`src/rtl/bus_wait_ctrl.sv`:
```
// Wait-state sequencer: stalls the 6502 via RDY for a fixed count on ROM/IO cycles,
// or for the duration of a req/ack handshake with the SDRAM controller.
module bus_wait_ctrl #(
    parameter int CNT_W         = 5,
    parameter int ROM_WAIT      = 1,
    parameter int IO_WAIT       = 2,
    parameter int SDRAM_TIMEOUT = 31
) (
    input  logic i_clk,
    input  logic i_rst,
    input  logic i_cycle_start,
    input  logic i_rwb,
    input  logic i_rom_cs,
    input  logic i_io_cs,
    input  logic i_sdram_cs,
    input  logic i_sdram_ack,
    output logic o_rdy,
    output logic o_sdram_req,
    output logic o_sdram_we,
    output logic o_busy,
    output logic o_timeout
);

    typedef enum logic [1:0] {
        IDLE       = 2'd0,
        WAIT_FIXED = 2'd1,
        SDRAM_REQ  = 2'd2
    } state_t;

    localparam logic [CNT_W-1:0] CNT_ZERO = {CNT_W{1'b0}};
    localparam logic [CNT_W-1:0] CNT_ONE  = {{(CNT_W-1){1'b0}}, 1'b1};
    localparam logic [CNT_W-1:0] ROM_CNT  = CNT_W'(ROM_WAIT);
    localparam logic [CNT_W-1:0] IO_CNT   = CNT_W'(IO_WAIT);
    localparam logic [CNT_W-1:0] SD_CNT   = CNT_W'(SDRAM_TIMEOUT);

    state_t           state_r, state_s;
    logic [CNT_W-1:0] cnt_r, cnt_s;
    logic             rdy_r, rdy_s;
    logic             req_r, req_s;
    logic             we_r, we_s;
    logic             busy_r;
    logic             timeout_r, timeout_s;

    // Next-state and next-output logic; outputs are computed one cycle ahead and registered.
    always_comb begin
        state_s   = state_r;
        cnt_s     = cnt_r;
        rdy_s     = rdy_r;
        req_s     = req_r;
        we_s      = we_r;
        timeout_s = timeout_r;
        case (state_r)
            IDLE: begin
                rdy_s = 1'b1;
                req_s = 1'b0;
                we_s  = 1'b0;
                cnt_s = CNT_ZERO;
                if (i_cycle_start) begin
                    // Region priority: sdram > io > rom; a zero-wait region never leaves IDLE.
                    if (i_sdram_cs) begin
                        state_s = SDRAM_REQ;
                        cnt_s   = SD_CNT;
                        req_s   = 1'b1;
                        we_s    = ~i_rwb;
                        rdy_s   = 1'b0;
                    end else if (i_io_cs) begin
                        if (IO_CNT != CNT_ZERO) begin
                            state_s = WAIT_FIXED;
                            cnt_s   = IO_CNT;
                            rdy_s   = 1'b0;
                        end else begin
                            state_s = IDLE;
                        end
                    end else if (i_rom_cs) begin
                        if (ROM_CNT != CNT_ZERO) begin
                            state_s = WAIT_FIXED;
                            cnt_s   = ROM_CNT;
                            rdy_s   = 1'b0;
                        end else begin
                            state_s = IDLE;
                        end
                    end else begin
                        state_s = IDLE;
                    end
                end else begin
                    state_s = IDLE;
                end
            end
            WAIT_FIXED: begin
                if (cnt_r == CNT_ONE) begin
                    state_s = IDLE;
                    cnt_s   = CNT_ZERO;
                    rdy_s   = 1'b1;
                end else begin
                    cnt_s = cnt_r - CNT_ONE;
                    rdy_s = 1'b0;
                end
            end
            SDRAM_REQ: begin
                // Ack takes precedence over an expiring timeout in the same cycle.
                if (i_sdram_ack) begin
                    state_s = IDLE;
                    cnt_s   = CNT_ZERO;
                    req_s   = 1'b0;
                    we_s    = 1'b0;
                    rdy_s   = 1'b1;
                end else if (cnt_r == CNT_ONE) begin
                    state_s   = IDLE;
                    cnt_s     = CNT_ZERO;
                    req_s     = 1'b0;
                    we_s      = 1'b0;
                    rdy_s     = 1'b1;
                    timeout_s = 1'b1;
                end else begin
                    cnt_s = cnt_r - CNT_ONE;
                end
            end
            default: begin
                state_s = IDLE;
                cnt_s   = CNT_ZERO;
                rdy_s   = 1'b1;
                req_s   = 1'b0;
                we_s    = 1'b0;
            end
        endcase
    end

    // State and registered-output update with synchronous reset.
    always_ff @(posedge i_clk) begin
        if (i_rst) begin
            state_r   <= IDLE;
            cnt_r     <= CNT_ZERO;
            rdy_r     <= 1'b1;
            req_r     <= 1'b0;
            we_r      <= 1'b0;
            busy_r    <= 1'b0;
            timeout_r <= 1'b0;
        end else begin
            state_r   <= state_s;
            cnt_r     <= cnt_s;
            rdy_r     <= rdy_s;
            req_r     <= req_s;
            we_r      <= we_s;
            busy_r    <= (state_s != IDLE);
            timeout_r <= timeout_s;
        end
    end

    assign o_rdy       = rdy_r;
    assign o_sdram_req = req_r;
    assign o_sdram_we  = we_r;
    assign o_busy      = busy_r;
    assign o_timeout   = timeout_r;

endmodule

```
`config.mk`:
```
export PLATFORM = sky130hd
export DESIGN_NAME = bus_wait_ctrl
export DESIGN_NICKNAME = d
export VERILOG_FILES = /design/src/rtl/bus_wait_ctrl.sv
export SDC_FILE = /design/constraint.sdc
export NUM_CORES = 1
export LEC_CHECK = 0
export CAP_MARGIN = 40
export CORE_AREA = 2 2 41 43
export CTS_BUF_LIST = sky130_fd_sc_hd__clkbuf_8
export DETAILED_ROUTE_END_ITERATION = 8
export DIE_AREA = 0 0 43 45
export GPL_TIMING_DRIVEN = 0
export PLACE_DENSITY_LB_ADDON = 0.2
export SYNTH_ARGS = -nofsm -noshare
export SYNTH_HDL_FRONTEND = slang
export SYNTH_SLANG_ARGS = --single-unit
```
`constraint.sdc`:
```
create_clock -name i_clk -period 1.6 [get_ports i_clk]
set_input_delay 0.16 -clock i_clk [delete_from_list [all_inputs] [get_ports i_clk]]
set_output_delay 0.16 -clock i_clk [all_outputs]
set_load 0.005 [all_outputs]
```
# Word-level counts from Yosys, hierarchy flattened
# Cells that the tools add are included.
dict set report op_classes {
  add_sub_neg 1
  mul 0
  div 0
  n_lt_le_gt_ge 0
  eq_ne 4
  shifts 0
  mux 30
  n_bitwise 3
  reduce_logical 4
}
# op n
set op_table {}
lappend op_table {{$mux 5} 4}
lappend op_table {{$mux 1} 16}
lappend op_table {{$pmux 5 s3} 1}
lappend op_table {{$mux 2} 5}
lappend op_table {{$pmux 1 s3} 3}
lappend op_table {{$pmux 2 s3} 1}
lappend op_table {{$eq 5x1->1 const B} 1}
lappend op_table {{$sub 5x1->5 const B} 1}
lappend op_table {{$ne 3x3->1 const B} 1}
lappend op_table {{$not 1->1} 3}
lappend op_table {{$reduce_and 3->1} 1}
lappend op_table {{$eq 2x1->1 const B} 1}
lappend op_table {{$eq 2x2->1 const B} 1}
lappend op_table {{$logic_not 2->1} 1}
lappend op_table {{$reduce_and 2->1} 1}
lappend op_table {{$reduce_bool 2->1} 1}
dict set report totals {
  reg_bits 12
  latchBits 0
  ram_bits 0
  mem_bits_ro 0
  out_inout_bits 5
  elab_cells 49
  mem_count 0
}

# Depth between registers and ports, before layout
# Gate-level depths: netlist of the first run.
dict set report depth {
  word_depth 6
  depth_mapped 6
  depth_no_buf 5
}

# Worst setup path before layout of the first run
# Ideal clock, no wire load.
dict set report synth_timing {
  path_type {reg-to-reg}
  from {reg cnt_r[1]}
  to {reg rdy_r, in the netlist o_rdy}
  arrival_time_ns 1.460
  required_time_ns 1.480
  path_slack_ns 0.020
  path_stages_with_launch 7
  n_path_buf 1
  path_cell_list {dfxtp_1 inv_1 ha_1 or4b_1 buf_6 and3_4 a211o_1}
}
dict set report synth_between {
  elab_chain_cells 3
}
# item line_no
set synth_lines {}
lappend synth_lines {{from (decl)} 37} ;# logic [CNT_W-1:0] cnt_r, cnt_s;
lappend synth_lines {{from (signal assigned)} 140} ;# cnt_r <= cnt_s;
lappend synth_lines {{$eq 5x1->1 *} {90, 107}}
lappend synth_lines {{$mux 1} 90} ;# if (cnt_r == CNT_ONE) begin
lappend synth_lines {{$pmux 1 s3} 52} ;# case (state_r)
lappend synth_lines {{to (signal assigned)} 141} ;# rdy_r <= rdy_s;
lappend synth_lines {{to (decl)} 38} ;# logic rdy_r, rdy_s;
# Mark *: on every way between the ends. The rest lies on a longest branch, timed or not.
# A chain may end at the register's enable or synchronous reset.

# Final worst setup path of the first run
# Same ends and word-level chain as after synthesis.

==> results.md, run 1 <==
- H-tree Lvls: 1
- Clock Latency Late Sink: 0.24 ns
- Switch Pwr: 204 uW
- Mapped Area: 567 um2
- Clock sink total: 12
- Area of the core: 1470 um2
- Post-synth EDFFs: 0
- Count of different cell masters after synthesis: 27
- Crit path DAT: 1.68 ns
- Kind of end point of the critical path: flop
- Die Y: 45 um
- RSZ-0062 raised after global routing: false
- Largest net degree at the start of global routing: 10
- Final worst path period share: 97.1%
- Highest-count cells in the layout ignoring fill and taps: clkdlybuf4s50_1, dfxtp_1, nand2_1, a21oi_1, clkbuf_8
- WP data required: 1.73 ns
- Pre-Repair DR Iteration Count: 2
- Cell area power density: 1060 nW/um2
- Final antenna-violating net count: 0
- Clock Root Buffer: clkbuf_8
- Buffers added on ports: 11
- Status: completed
- Initial DRC count: 9
- Avg Cell Area, Syn: 9.29 um2
- Num CTS Buffers: 3
- Non-Filler Instances: 93
- Clock power frac: 40.3%
- Setup WS pre-CTS: -0.0701 ns
- First-pass GRT wire length: 2090 um
- Initial Util: 38.5%
- Dpl cells: 88
- Class of the worst hold path: in -> reg
- Routed WL per cell: 13.6 um
- Internal Power: 623 uW
- XOR/XNOR Fraction of Synth Area: 4.64%
- Seq/Total Area, Yosys: 42.4%
- Endpoints failing hold: 0
- Area growth from synthesis to layout: 38.2%
- Synth Warn #: 0
- Die footprint: 1940 um2
- Layout cells sized above 1: 19.5%
- Setup ws final: 0.0463 ns
- Post-Synth Adder-Cell Area: 4.42%
- Prevailing post-synth register cell: dfxtp_1
- Tmin final: 1.55 ns
- Clk buf depth: 2
- Die W: 43 um
- Vias per cell: 5.48
- Simple-Gate Fraction of Synth Area: 20.3%
- Most common cell after layout, fill and taps aside: clkdlybuf4s50_1
- Hold path startpoint: i_rst
- Final setup fails: 0
- Register-to-register setup slack: 0.05 ns
- DRC violations left: 0
- Switch share: 24.7%
- Critical path class: reg -> reg
- CTS tree: built
- Final net count: 88
- Worst-margin pin slew: 0.476 ns
- Combinational fraction of design power: 18.1%
- Overall routing resource usage: 14.7%
- Clock skew: 0.00247 ns
- Flop pwr share: 41.6%
- Compound-cell area share of the yosys netlist: 23.6%
- Mapped Nets: 71
- Detail Placement HPWL: 857 um
- Worst Setup SP: cnt_r[1]
- WL final: 1260 um
- Hold buffer count at CTS: 0
- Max IR drop VDD: 687 uV
- Ant. Diodes: 0
- Fillers: 153
- Critical Path Start Type: flop
- Leak pwr: 0.000275 uW
- CP max FO: 5
- Vias post-DR: 510
- Initial antenna violation count: 0
- Total congestion overflow: 0
- Slew headroom: 68.1%
- Async SR Flop Fraction: 0%
- IO Count: 13
- Total of max-cap violations: 0
- Placer Congestion: 0.733
- Reg2reg start: cnt_r[1]
- Mapped Cells: 61
- Yosys reg bits: 12
- Maximum clock rate: 644 MHz
- Sequential cell area: 243 um2
- Pins over their slew limit: 0
- Largest family of logic cells by synthesized area: compound AO/OA/AOI/OAI gates
- # rows: 14
- Post-synthesis mux area share: 0%
- Multi-input logic area: 333 um2
- Clock-pin slew on the worst setup and hold paths: 0.06 ns
- Number of global-route vias before repair: 491
## per-layer routing
layer  up-vias  wire (um)  global-route usage, %
li1        259          -                      -
met1       240        595                   17.3
met2         9        600                   25.2
met3         2         51                   3.60
met4         0         14                   7.27
met5         -          0                      0
## cells by family (layout without fill, tap and decap cells)
family / count (synthesis) / in the layout
buf+inv: 5 / 20
fa+ha+maj: 2 / 2
simple gates: 18 / 19
flops: 12 / 12
compound gates: 21 / 21
xor+xnor: 3 / 3
## worst max-delay path, stage by stage (launching register included)
cell and delay (ns):
dfxtp_2 0.32, inv_2 0.07, ha_4 0.12, or4b_4 0.50, and3_4 0.17, a211o_1 0.25
## flip-flops by register name, indices dropped and copies added (netlist names)
name / cells
o_timeout: 1
o_sdram_req: 1
cnt_r: 5
o_rdy: 1
state_r: 2
o_busy: 1
o_sdram_we: 1
## worst paths after layout
| kind | end | cells after the start |
|---|---|---|
| worst max-delay path | o_rdy | 5 |
| worst max register to register | o_rdy | 5 |
| worst min register to register | o_sdram_req | 2 |
| worst min-delay path | o_busy | 2 |
## power groups by stage
stage	clock network (uW)	registers [uW]	logic, uW
5_1_grt	349	347	165
6_report	333	344	149
3_5_place_dp	0	346	139
2_1_floorplan	0	343	89.8
4_1_cts	339	341	146
3_3_place_gp	0	345	139
## synth_stat cells, drive strengths merged (2+ instances only)
| master | n | area share [%] |
|---|---|---|
| xnor2 | 2 | 3.1 |
| a21oi | 6 | 5.3 |
| dfxtp | 12 | 42 |
| inv | 3 | 2.0 |
| nand2 | 7 | 4.6 |
| nor2b | 2 | 2.2 |
| o21ai | 3 | 2.6 |
| nor3b | 3 | 4.9 |
| o211ai | 3 | 4.0 |
| ha | 2 | 4.4 |
| o22ai | 3 | 3.3 |
| or4b | 2 | 3.5 |
## cell type report
| class | instances | area share [%] |
|---|---|---|
| buffer | 1 | 0.479 |
| clock buffer | 4 | 7.03 |
| inverter | 3 | 1.44 |
| multi-input combinational | 45 | 42.5 |
| sequential | 12 | 31.0 |
| tap | 16 | 2.56 |
| timing repair buffer | 12 | 15.0 |
## metrics by stage
step                      hold WS (ns)  instance area (um2)  power [uW]  utilization (%)  setup TNS [ns]
after floorplan                  0.280                  567         433                -               0
after global placement           0.448                  697         484             47.4          -0.108
after detailed placement         0.452                  697         485             47.4          -0.114
after CTS                        0.317                  764         826             52.0               0
after global routing             0.348                  783         861             53.2               0
final                            0.328                  783         827             53.2               0
## repair_timing
action                     CTS  global route
pin swaps                    1             0
gates resized for setup      2             5
gates cloned                 1             0
setup endpoints to repair    1             6
buffers inserted             1             0
(Power assumes the default switching activity.)
==> run 2: changes to the inputs <==
REMOVE_ABC_BUFFERS = 1   (was unset)
==> run 2 against run 1 <==
  * Sequential share of layout area rose by 0.55 points
  * Count of clock-buffer cells in the layout fell by 1
  * Sequential power barely moved
  * Flip-flop and latch count did not move
  * Wire length fell by 2.7%
==> results.md, run 2 (synthesis results as in run 1) <==
- Die Y: 45 um
- First-pass GRT wire length: 2020 um
- Most common cell after layout, fill and taps aside: clkdlybuf4s50_1
- Final worst path period share: 96.8%
- Clock Latency Late Sink: 0.24 ns
- Largest Register: cnt_r
- Ant. Diodes: 0
- Total congestion overflow: 0
- Final instance area: 766 um2
- Crit-path slowest cell: or4b_4
- Critical Path Start Type: flop
- Endpoints failing hold: 0
- Leak pwr: 0.000272 uW
- Crit path DAT: 1.68 ns
- Maximum clock rate: 646 MHz
- Number of global-route vias before repair: 478
- Routed WL per cell: 13.3 um
- Clk buf depth: 2
- Clock-pin slew on the worst setup and hold paths: 0.05 ns
- Max IR drop VDD: 568 uV
- Largest net degree at the start of global routing: 10
- Kind of end point of the critical path: flop
- Largest regs: cnt_r (5), state_r (2)
- Die footprint: 1940 um2
- Final net count: 88
- Pins over their slew limit: 0
- H-tree Lvls: 1
- WP data required: 1.73 ns
- Max reg flops: 5
- Area of the core: 1470 um2
- Tmin final: 1.55 ns
- Initial DRC count: 3
- Cell area power density: 1000 nW/um2
- Pre-Repair DR Iteration Count: 2
- Status: completed
- DRC violations left: 0
- Num CTS Buffers: 3
- CP max FO: 7
- Bufs and invs on worst path: 1
- Class of the worst hold path: reg -> reg
- RSZ-0062 raised after global routing: false
- Critical Path Max Stage Delay: 0.52 ns
- Initial Util: 38.5%
- Hold buffer count at CTS: 0
- Final antenna-violating net count: 0
- Die W: 43 um
- Placed Area: 692 um2
- Critical path class: reg -> reg
- Clock skew: 0.00132 ns
- Layout cells sized above 1: 15.8%
- Total negative slack: 0 ns
- Vias post-DR: 502
- Crit path cell chain: inv_2 > ha_1 > or4b_4 > and3_4 > a211o_1
- Clock sink total: 12
- CTS tree: built
- Worst-margin pin slew: 0.428 ns
- Final setup fails: 0
- Total of max-cap violations: 0
- Placer Congestion: 0.742
- Overall routing resource usage: 14.7%
- IO Count: 13
- Detail Placement HPWL: 848 um
- Slew headroom: 71.4%
- Buffers added on ports: 12
- WL final: 1230 um
- Initial antenna violation count: 0
- # rows: 14
- Area growth from synthesis to layout: 35.1%
- Top Family by Delay on Critical Path: simple AND/OR/NAND/NOR gates
- Clock Root Buffer: clkbuf_8
- Highest-count cells in the layout ignoring fill and taps: clkdlybuf4s50_1, dfxtp_1, nand2_1, a21oi_1
- Vias per cell: 5.46
run 2: per-stage QoR:
| stage | setup slack (ns) | total power (uW) | std cells | util (%) | hold WS, ns |
|---|---|---|---|---|---|
| 6_report | 0.0508 | 769 | 92 | 52.0 | 0.462 |
| 5_1_grt | 0.00138 | 809 | 92 | 52.0 | 0.490 |
| 4_1_cts | 0.00365 | 771 | 92 | 51.1 | 0.468 |
| 3_5_place_dp | -0.142 | 481 | 87 | 47.0 | 0.460 |
| 3_3_place_gp | -0.120 | 480 | 87 | 47.0 | 0.445 |
| 2_1_floorplan | -0.00742 | 426 | 59 | - | 0.229 |
run 2: layout make-up:
| type | instances | area [um2] |
|---|---|---|
| sequential | 12 | 241 |
| fill | 147 | 706 |
| tap | 16 | 20.0 |
| multi-input combinational | 44 | 317 |
| timing repair buffer | 14 | 135 |
| clock buffer | 3 | 41.3 |
| inverter | 3 | 11.3 |
run 2: path summary, 6_finish.rpt:
kind                   start    endpoint  slack [ns]  cells past startpoint
hold reg to reg   o_sdram_we  o_sdram_we        0.46                      2
hold / removal    o_sdram_we  o_sdram_we        0.46                      2
setup / recovery    cnt_r[1]       o_rdy        0.05                      5
setup reg to reg    cnt_r[1]       o_rdy        0.05                      5
run 2: where the power goes:
group	total, uW	switching (uW)	internal [uW]
Clock	281	114	166
Sequential	342	19.7	323
Combinational	146	63.3	83.0
run 2: timing repair:
item,CTS,global route
pin swaps,0,2
buffers inserted,2,0
gates resized for setup,1,4
endpoints found under the setup margin,4,4
hold endpoints to repair,0,0
gates cloned,0,0
run 2: tightest hold or removal path, delay by kind of cell (launching register included):
family / cells / cell delay, ns
and+or+nand+nor: 1 / 0.05
AOI/OAI and AO/OA: 1 / 0.05
DFF: 1 / 0.31
run 2: per-layer routing:
layer	up-vias	routed length, um	track usage, %
met5	-	0	0
met4	0	0	9.09
met3	0	57	5.20
met2	11	640	23.6
met1	238	530	16.9
li1	253	-	-
